===== config.mk =====
export PLATFORM = sky130hd
export DESIGN_NAME = lsu_ctrl_flat
export DESIGN_NICKNAME = d
export VERILOG_FILES = /design/src/rtl/lsu_ctrl_if.sv /design/src/rtl/lsu_ctrl.sv /design/src/flat_wrapper.sv
export SDC_FILE = /design/constraint.sdc
export NUM_CORES = 1
export LEC_CHECK = 0
export ABC_AREA = 1
export CAP_MARGIN = 5
export CORE_MARGIN = 4
export CORE_UTILIZATION = 36
export CTS_CLUSTER_SIZE = 20
export DETAILED_ROUTE_END_ITERATION = 6
export GPL_ROUTABILITY_DRIVEN = 0
export PLACE_DENSITY = 0.8
export SETUP_SLACK_MARGIN = 0.4
export SYNTH_ARGS = -nofsm -noshare
export SYNTH_HDL_FRONTEND = slang
export SYNTH_SLANG_ARGS = --single-unit

===== constraint.sdc =====
create_clock -name clk -period 1.5 [get_ports clk]
set_clock_uncertainty 0.05 [all_clocks]
set_input_delay 0.15 -clock clk [delete_from_list [all_inputs] [get_ports clk]]
set_output_delay 0.15 -clock clk [all_outputs]
set_load 0.02 [all_outputs]

===== src/rtl/lsu_ctrl_if.sv =====
// lsu_ctrl_if: request/response handshake plus data-memory initiator bus.
// slave = controller view, master = CPU/memory environment view.
interface lsu_ctrl_if;
  logic        req_valid;
  logic        req_ready;
  logic        req_we;
  logic [1:0]  req_size;
  logic        req_unsigned;
  logic [31:0] req_addr;
  logic [31:0] req_wdata;
  logic        rsp_valid;
  logic        rsp_ready;
  logic [31:0] rsp_rdata;
  logic        rsp_err;
  logic        mem_read;
  logic        mem_write;
  logic        sign_extend;
  logic [1:0]  size;
  logic [31:0] addr;
  logic [31:0] write_data;
  logic [31:0] read_data;

  modport slave (
    input  req_valid, req_we, req_size, req_unsigned,
    input  req_addr, req_wdata, rsp_ready, read_data,
    output req_ready, rsp_valid, rsp_rdata, rsp_err,
    output mem_read, mem_write, sign_extend, size,
    output addr, write_data
  );

  modport master (
    output req_valid, req_we, req_size, req_unsigned,
    output req_addr, req_wdata, rsp_ready, read_data,
    input  req_ready, rsp_valid, rsp_rdata, rsp_err,
    input  mem_read, mem_write, sign_extend, size,
    input  addr, write_data
  );
endinterface


===== src/rtl/lsu_ctrl.sv =====
// lsu_ctrl: one-at-a-time load/store controller, execute stage to dmem.
// Ports: clk, rst_n (sync, active low), bus (lsu_ctrl_if.slave: req/rsp
// handshakes, mem strobes/addr/size/data). Option: LSU_MISALIGN_SPLIT_EN
// splits misaligned half/word accesses into byte beats.
module lsu_ctrl #(
  parameter int unsigned RD_LAT = 1
) (
  input logic       clk,
  input logic       rst_n,
  lsu_ctrl_if.slave bus
);
  typedef enum logic [1:0] {
    IDLE, ISSUE, WAIT, RESP
  } state_e;

  localparam logic [2:0] CntLast = 3'(RD_LAT - 1);

  state_e      state_q;
  logic        we_q;
  logic        err_q;
  logic        rd_q;
  logic        wr_q;
  logic        sext_q;
  logic [1:0]  msize_q;
  logic [2:0]  cnt_q;
  logic [31:0] rdata_q;
  logic [31:0] maddr_q;
  logic [31:0] mwdata_q;
  logic        misal;
  logic        bad;

  assign misal =
    (bus.req_size == 2'b01 && bus.req_addr[0]) ||
    (bus.req_size == 2'b10 && bus.req_addr[1:0] != 2'b00);

`ifdef LSU_MISALIGN_SPLIT_EN
  logic        split_q;
  logic        uns_q;
  logic [1:0]  rsize_q;
  logic [1:0]  beat_q;
  logic [1:0]  beat_n;
  logic [1:0]  beat_last;
  logic [31:0] raddr_q;
  logic [31:0] wdata_q;
  logic [31:0] baddr_n;
  logic [31:0] bdata_n;
  logic [31:0] asm_d;
  logic [31:0] ext_d;

  assign bad       = (bus.req_size == 2'b11);
  assign beat_n    = beat_q + 2'd1;
  assign beat_last = (rsize_q == 2'b10) ? 2'd3 : 2'd1;
  assign baddr_n   = raddr_q + {30'b0, beat_n};
  assign bdata_n   = {24'b0, 8'(wdata_q >> {beat_n, 3'b000})};

  // byte beat k lands in result byte k; extension once all bytes are in
  always_comb begin
    asm_d = rdata_q;
    asm_d[{beat_q, 3'b000} +: 8] = bus.read_data[7:0];
    ext_d = asm_d;
    if (rsize_q == 2'b01)
      ext_d = {{16{asm_d[15] & ~uns_q}}, asm_d[15:0]};
  end
`else
  assign bad = (bus.req_size == 2'b11) || misal;
`endif

  always_ff @(posedge clk) begin
    if (!rst_n) begin
      state_q  <= IDLE;
      we_q     <= 1'b0;
      err_q    <= 1'b0;
      rd_q     <= 1'b0;
      wr_q     <= 1'b0;
      sext_q   <= 1'b0;
      msize_q  <= 2'b00;
      cnt_q    <= 3'd0;
      rdata_q  <= '0;
      maddr_q  <= '0;
      mwdata_q <= '0;
`ifdef LSU_MISALIGN_SPLIT_EN
      split_q  <= 1'b0;
      uns_q    <= 1'b0;
      rsize_q  <= 2'b00;
      beat_q   <= 2'd0;
      raddr_q  <= '0;
      wdata_q  <= '0;
`endif
    end else begin
      rd_q <= 1'b0;
      wr_q <= 1'b0;
      unique case (state_q)
        IDLE: begin
          if (bus.req_valid) begin
            we_q    <= bus.req_we;
            err_q   <= bad;
            rdata_q <= '0;
            cnt_q   <= 3'd0;
`ifdef LSU_MISALIGN_SPLIT_EN
            split_q <= misal;
            uns_q   <= bus.req_unsigned;
            rsize_q <= bus.req_size;
            beat_q  <= 2'd0;
            raddr_q <= bus.req_addr;
            wdata_q <= bus.req_wdata;
`endif
            if (bad) begin
              state_q <= RESP;
            end else begin
              state_q  <= ISSUE;
              rd_q     <= ~bus.req_we;
              wr_q     <= bus.req_we;
              maddr_q  <= bus.req_addr;
              msize_q  <= bus.req_size;
              sext_q   <= ~bus.req_we & ~bus.req_unsigned;
              mwdata_q <= bus.req_wdata;
`ifdef LSU_MISALIGN_SPLIT_EN
              if (misal) begin
                msize_q  <= 2'b00;
                sext_q   <= 1'b0;
                mwdata_q <= {24'b0, bus.req_wdata[7:0]};
              end
`endif
            end
          end
        end
        ISSUE: begin
          if (!we_q) begin
            state_q <= WAIT;
`ifdef LSU_MISALIGN_SPLIT_EN
          end else if (split_q && beat_q != beat_last) begin
            beat_q   <= beat_n;
            wr_q     <= 1'b1;
            maddr_q  <= baddr_n;
            mwdata_q <= bdata_n;
`endif
          end else begin
            state_q <= RESP;
          end
        end
        WAIT: begin
          if (cnt_q != CntLast) begin
            cnt_q <= cnt_q + 3'd1;
`ifdef LSU_MISALIGN_SPLIT_EN
          end else if (split_q && beat_q != beat_last) begin
            rdata_q <= asm_d;
            beat_q  <= beat_n;
            cnt_q   <= 3'd0;
            rd_q    <= 1'b1;
            maddr_q <= baddr_n;
            state_q <= ISSUE;
          end else if (split_q) begin
            rdata_q <= ext_d;
            state_q <= RESP;
`endif
          end else begin
            rdata_q <= bus.read_data;
            state_q <= RESP;
          end
        end
        RESP: begin
          if (bus.rsp_ready)
            state_q <= IDLE;
        end
      endcase
    end
  end

  assign bus.req_ready   = (state_q == IDLE);
  assign bus.rsp_valid   = (state_q == RESP);
  assign bus.rsp_rdata   = rdata_q;
  assign bus.rsp_err     = err_q;
  assign bus.mem_read    = rd_q;
  assign bus.mem_write   = wr_q;
  assign bus.sign_extend = sext_q;
  assign bus.size        = msize_q;
  assign bus.addr        = maddr_q;
  assign bus.write_data  = mwdata_q;
endmodule

===== src/flat_wrapper.sv =====
// flat-port wrapper written by rule: the top's interface ports become plain ports
module lsu_ctrl_flat 
#(
  parameter int unsigned RD_LAT = 1
)
  (clk, rst_n, bus_req_valid, bus_req_we, bus_req_size, bus_req_unsigned, bus_req_addr, bus_req_wdata, bus_rsp_ready, bus_read_data, bus_req_ready, bus_rsp_valid, bus_rsp_rdata, bus_rsp_err, bus_mem_read, bus_mem_write, bus_sign_extend, bus_size, bus_addr, bus_write_data);
  lsu_ctrl_if bus_i ();
  input logic clk;
  input logic rst_n;
  input wire logic [$bits(bus_i.req_valid)-1:0] bus_req_valid;
  input wire logic [$bits(bus_i.req_we)-1:0] bus_req_we;
  input wire logic [$bits(bus_i.req_size)-1:0] bus_req_size;
  input wire logic [$bits(bus_i.req_unsigned)-1:0] bus_req_unsigned;
  input wire logic [$bits(bus_i.req_addr)-1:0] bus_req_addr;
  input wire logic [$bits(bus_i.req_wdata)-1:0] bus_req_wdata;
  input wire logic [$bits(bus_i.rsp_ready)-1:0] bus_rsp_ready;
  input wire logic [$bits(bus_i.read_data)-1:0] bus_read_data;
  output wire logic [$bits(bus_i.req_ready)-1:0] bus_req_ready;
  output wire logic [$bits(bus_i.rsp_valid)-1:0] bus_rsp_valid;
  output wire logic [$bits(bus_i.rsp_rdata)-1:0] bus_rsp_rdata;
  output wire logic [$bits(bus_i.rsp_err)-1:0] bus_rsp_err;
  output wire logic [$bits(bus_i.mem_read)-1:0] bus_mem_read;
  output wire logic [$bits(bus_i.mem_write)-1:0] bus_mem_write;
  output wire logic [$bits(bus_i.sign_extend)-1:0] bus_sign_extend;
  output wire logic [$bits(bus_i.size)-1:0] bus_size;
  output wire logic [$bits(bus_i.addr)-1:0] bus_addr;
  output wire logic [$bits(bus_i.write_data)-1:0] bus_write_data;
  assign bus_i.req_valid = bus_req_valid;
  assign bus_i.req_we = bus_req_we;
  assign bus_i.req_size = bus_req_size;
  assign bus_i.req_unsigned = bus_req_unsigned;
  assign bus_i.req_addr = bus_req_addr;
  assign bus_i.req_wdata = bus_req_wdata;
  assign bus_i.rsp_ready = bus_rsp_ready;
  assign bus_i.read_data = bus_read_data;
  assign bus_req_ready = bus_i.req_ready;
  assign bus_rsp_valid = bus_i.rsp_valid;
  assign bus_rsp_rdata = bus_i.rsp_rdata;
  assign bus_rsp_err = bus_i.rsp_err;
  assign bus_mem_read = bus_i.mem_read;
  assign bus_mem_write = bus_i.mem_write;
  assign bus_sign_extend = bus_i.sign_extend;
  assign bus_size = bus_i.size;
  assign bus_addr = bus_i.addr;
  assign bus_write_data = bus_i.write_data;
  lsu_ctrl #(.RD_LAT(RD_LAT)) u_core (.clk(clk), .rst_n(rst_n), .bus(bus_i));
endmodule

==> summary.txt <==
Run status
  • Outcome: complete, no violations

Synth
  • Synthesis-stage register bit count: 108
  • Main combinational cell family by area after synthesis: simple AND/OR/NAND/NOR gates
  • Post-synthesis share of cell area spent on full adders, half adders and majority gates: under 10%
  • Netlist area before placement: 4230 sq um
  • Area share of xor/xnor cells in the synthesized design: 0%
  • Number of instances in the synthesized netlist: 579
  • Share of the synthesized area in compound gates (AO/OA/AOI/OAI): 1.21%
  • Portion of netlist area occupied by mux cells: 0%
  • Simple-gate share of the synthesized area: 38.3%
  • Number of warnings issued by yosys: 0
  • Synthesized area per cell: 7.30 sq um
  • Count of different cell masters after synthesis: 21
  • Syn_nets: roughly 700
  • Portion of the post-synthesis area used by sequential elements: between 50% and 60%

Die
  • Horizontal die dimension: about 120 um
  • Die footprint: between 10000 and 15000 sq um
  • Number of top-level pins: 208
  • Area of the core: about 11000 sq um
  • Height of the die: 116 um
  • Starting utilization of the core area: roughly 37%
  • Standard-cell row count: 39

Flow run
  • Max-Cap Viols: 0

Finish
  • Commonest non-fill, non-tap cell in the layout: nand2_1
  • Area growth from synthesis to layout: 74.3%
  • Area of all sequential standard cells: approximately 2200 sq um
  • Commonest cells after routing, fill and taps aside: nand2_1 (178), clkdlybuf4s50_1 (102), dfxtp_1 (94)
  • Fraction of layout instances using a drive strength above 1: 37.1%
  • Ant diodes: 0
  • Final layout net count: approximately 920
  • Filler cell count in the final layout: approximately 970
  • Footprint of the multi-input gates: 2270 sq um

Routing
  • DRT Pass-1 Iters: 4
  • Drt total wl: around 14000 um
  • Drt first-iter violations: 219
  • Vias per Instance: ~4.7
  • Detail-routed net length per standard cell: 14.9 um
  • Remaining routing DRC violations: 0
  • Detailed-route via count: between 4000 and 5000
  • Antenna-violating nets left: 0

Clock network
  • Buffer levels on the longest clock path: 2
  • Cell chosen for the clock root: clkbuf_16
  • Hold bufs inserted after CTS: 0
  • TritonCTS buffer count: 9
  • CTS tree: done
  • Number of clock sinks: between 100 and 150
  • CTS clock-pin slew for the worst setup and hold paths: roughly 70 ps
  • H-Tree Depth: 3
  • Clock network latency to the later pin of the worst-skew pair: ~350 ps

STA
  • Number of hold-slack violations in the final timing report: 0
  • Setup repair after global routing missed its margin: true
  • Final hold slack: 124 ps
  • Tightest slew margin relative to the limit: between 80% and 90%
  • Count of pins over their slew limit: 0
  • Worst Tran Pin Value: ~280 ps
  • Aggregate negative setup slack: 0 ps
  • Number of failing setup endpoints in the final timing report: 0
  • Final clock period utilization by the worst path: between 90 and 100%
  • Highest achievable clock rate: roughly 700 MHz
  • Minimum clock period: approximately 1500 ps

GRT
  • Most crowded layer after global routing: met2
  • Pin count of the biggest net entering global routing: 41
  • Global routing met2 resource utilization: 27.4%
  • First-pass GRT wire length: around 19000 um
  • Global route total overflow: 0
  • Vias in the first global route: between 3000 and 4000
  • Met3 usage: 8.81%
  • Antenna violations before repair: 0
  • Met1 Track Usage GR: between 20% and 30%
  • GRT Total Usage: 18.0%

Placement
  • Final HPWL from detailed placement: just over 9000 um
  • Total of buffers placed on input and output ports: 207

Worst setup path
  • Cells traversed along the worst timing path: inv_4 -> ha_4 -> nand2_4 -> inv_8 -> nand3_4 -> clkinv_8 -> clkbuf_16 -> nand2_1 -> nand2_1
  • Critical Path Max Stage Delay: 380 ps
  • CP Buf/Inv Count: 4
  • Data required time at the worst endpoint: ~1700 ps
  • Endpoint class of the critical path: register
  • Slowest cell on the critical path: dfxtp_4
  • Crit path max-delay family: buffers and inverters
  • Data arrival at the endpoint of the critical path: 1670 ps
  • CP Launch Type: register
  • CP most frequent cell: nand2_1
  • Worst setup path category: register to register
  • Number of logic stages on the critical path including buffering: 9
  • R2R depth: 9
  • Biggest fanout along the worst timing path: 20

Min path
  • Hold Path Cell Cnt: 3
  • Worst min-delay path category: input port to register

Power
  • Power per cell area: 1580 nW/um^2
  • Maximum VDD drop: around 0.0011 V
  • Leak: approximately 3.6 nW
==> timing repair <==
action                                  in CTS  in global routing
pin swaps                                    2                 16
buffers inserted                             7                  6
gates resized for setup                    457                162
cloned                                       3                  9
endpoints found under the setup margin     212                145
==> report_power, final <==
group	total, mW	internal, mW	switching (mW)
Sequential	3.92	3.54	0.375
Clock	2.31	1.23	1.08
Combinational	5.45	2.41	3.04
Total	11.7	7.18	4.50
==> per-stage QoR <==
stage	cell area [sq um]	total power, mW	cells	utilization [%]	setup slack [ps]
2_1_floorplan	4410	6.73	579	-	42.2
3_3_place_gp	6640	8.63	918	57.9	-25.5
3_5_place_dp	6640	8.70	918	57.9	-47.2
4_1_cts	6670	10.7	944	58.1	53.7
5_1_grt	7370	12.4	959	64.3	-31.4
6_report	7370	11.7	959	64.3	34.7
==> metal layers <==
layer	up-vias	share of wire (%)
li1	2266	-
met5	-	0
met4	0	2.2
met2	192	45
met1	2026	41
met3	23	12
==> worst min-delay path: cells and delay by family <==
kind / cells / cell delay (ps)
buffers and inverters: 1 / 200
AND/OR/NAND/NOR: 2 / 140
==> final cells by class <==
type,count,area share [%]
repair buffers,255,31.7
multi-input cells,417,30.8
flip-flops and latches,108,29.6
clock buffers,12,3.48
well taps,143,2.43
inverters,19,1.48
clock inverters,4,0.424
repair inverters,1,0.0848
==> state kept, by name, summed over array words and instances, names as in the netlist <==
name / cells
u_core.bus.addr: 32
u_core.bus.rsp_rdata: 32
u_core.bus.write_data: 32
u_core.cnt_q: 3
u_core.bus.size: 2
u_core.state_q: 2
u_core.bus.mem_read: 1
u_core.bus.mem_write: 1
u_core.bus.rsp_err: 1
u_core.bus.sign_extend: 1
u_core.we_q: 1
==> synthesized netlist by cell type <==
cell,instances,area share [%]
inv_2,3,0.27
nand3_1,74,8.8
inv_1,15,1.3
o21ai_2,1,0.21
inv_4,1,0.15
nand2_2,3,0.44
nand3_2,1,0.24
o211a_1,1,0.24
nand2_1,246,22
dfxtp_1,108,51
buf_4,2,0.35
buf_1,7,0.62
a21oi_1,2,0.24
buf_2,6,0.71
nand4_1,1,0.15
a211oi_1,1,0.18
clkbuf_1,8,0.71
o21ai_0,3,0.35
ha_1,7,2.1
buf_6,12,3.2
nor2_1,77,6.8
==> logic make-up (layout without fill, tap and decap cells) <==
kind of cell / Yosys count / count (layout)
compound gates: 8 / 8
fa+ha+maj: 7 / 7
buf+inv: 54 / 291
flops: 108 / 108
simple gates: 402 / 402
==> path summary, 6_finish.rpt <==
kind	from	to	slack, ps
worst max-delay path	u_core.state_q[1]	u_core.bus.addr[20]	30
worst max register to register	u_core.state_q[1]	u_core.bus.addr[20]	30
worst min-delay path	rst_n	u_core.bus.addr[24]	120
worst min register to register	u_core.bus.write_data[31]	u_core.bus.write_data[31]	400
Power figures use the tool's default switching activity.
==> RTL change, RTL diff (same flow settings) <==
Reset style: asynchronous (`rst_n`), changed in one clocked block.
--- a/src/rtl/lsu_ctrl.sv
+++ b/src/rtl/lsu_ctrl.sv
@@ -67,3 +67,3 @@
 
-  always_ff @(posedge clk) begin
+  always_ff @(posedge clk or negedge rst_n) begin
     if (!rst_n) begin
Behaviour: differs if rst_n is asserted again (counterexample within 4 cycles, from zero or initial values and one cycle with rst_n low); with rst_n held inactive, the same outputs for 10 cycles.
==> RTL change against the unedited design <==
The run now ends with negative setup slack left. Sequential cell count is the same. Design area rose by 22%. Worst setup slack worse by 81 ps. Power up 59%. Cell count up 2.6%. Wire length rose by 18%. Area after synthesis increased by 8.9%.
==> RTL change: results (changes against the unedited design) <==
status: "complete, but fails checks"
violations: "negative setup slack"
grt_usage_pct: 19.1  # +1.1 points
drtIter0Drc: 184  # -16%
crit_arrival_ps: 1720  # +50 ps
yosysSeqAreaShare_pct: 58.7  # +7.6 points
irDropWorstVdd_mv: 0.957  # -16%
grt_pass1_wl_mm: 22.3  # +16%
multi_input_cells: 344  # -18%
register_area_sq_um: 2700  # +24%
ys_async_sr_fraction_pct: 100  # +100 points
wl_met2_mm: 9.08  # +42%
ys_types: 19  # -9.5%
timing.rr.end: "u_core.bus.addr[20]"
crit_fanout: 8  # -60%
synth_commonest_cells: "nand2_1 (213), dfrtp_1 (108), nand3_1 (71)"
slowest_delay_ps: 440  # +60 ps
drive_gt1_share_pct: 53.9  # +17 points
syn-cell-area_sq_um: 4610  # +8.9%
yosys-top-cells-area: "dfrtp_1 (59%), nand2_1 (17%), nand3_1 (7.7%), o21ai_2 (6.3%), buf_6 (2.4%)"
place_ws_ps: -80.1  # -32.9 ps
r2r_start: "u_core.state_q[1]"
fin_ws_ps: -45.8  # -80.5 ps
clkbuf_count: 10  # -2
grt_max_degree: 66  # +61%
n_all_inverters: 15  # -25%
finalSetupViolCount: 69  # +69
-- RTL change: report_power, final --
group / switching, mW / leakage [nW] / internal [mW] / total, mW
logic: 5.32 / 2.78 / 5.56 / 10.9
registers: 1.04 / 1.38 / 4.12 / 5.15
clock network: 1.02 / 0.147 / 1.49 / 2.51
total: 7.38 / 4.31 / 11.2 / 18.5
-- RTL change: stage by stage --
| step | instances | setup TNS (ps) | hold WS [ps] | instance area, sq um | power [mW] |
|---|---|---|---|---|---|
| floorplan | 497 | -392 | -196 | 4970 | 9.20 |
| global placement | 878 | -335 | 105 | 7300 | 12.5 |
| detailed placement | 878 | -3790 | 110 | 7300 | 12.8 |
| CTS | 910 | -11.0 | 287 | 7920 | 15.6 |
| global route | 984 | -7860 | 308 | 9030 | 19.5 |
| finish | 984 | -1120 | 279 | 9030 | 18.5 |
-- RTL change: cells by family (layout without fill, tap and decap cells) --
family                   Yosys count  in the layout  share of synthesized area, %
flip-flops                       108            108                          58.7
AND/OR/NAND/NOR                  293            294                          26.1
AO/OA/AOI/OAI                     44             44                          7.53
buffers and inverters             46            360                          6.09
adder cells (fa/ha/maj)            6              6                          1.63
-- RTL change: how the worst max path moves through the flow --
stage                            startpoint                       end  cells past startpoint
final                     u_core.state_q[1]       u_core.bus.addr[20]                      8
after global routing      u_core.state_q[0]  u_core.bus.rsp_rdata[20]                      8
after CTS                 u_core.state_q[0]  u_core.bus.rsp_rdata[11]                      8
after detailed placement  u_core.state_q[1]             bus_req_ready                      3
after global placement    u_core.state_q[1]             bus_req_ready                      3
after floorplan           u_core.state_q[0]  u_core.bus.rsp_rdata[23]                      9
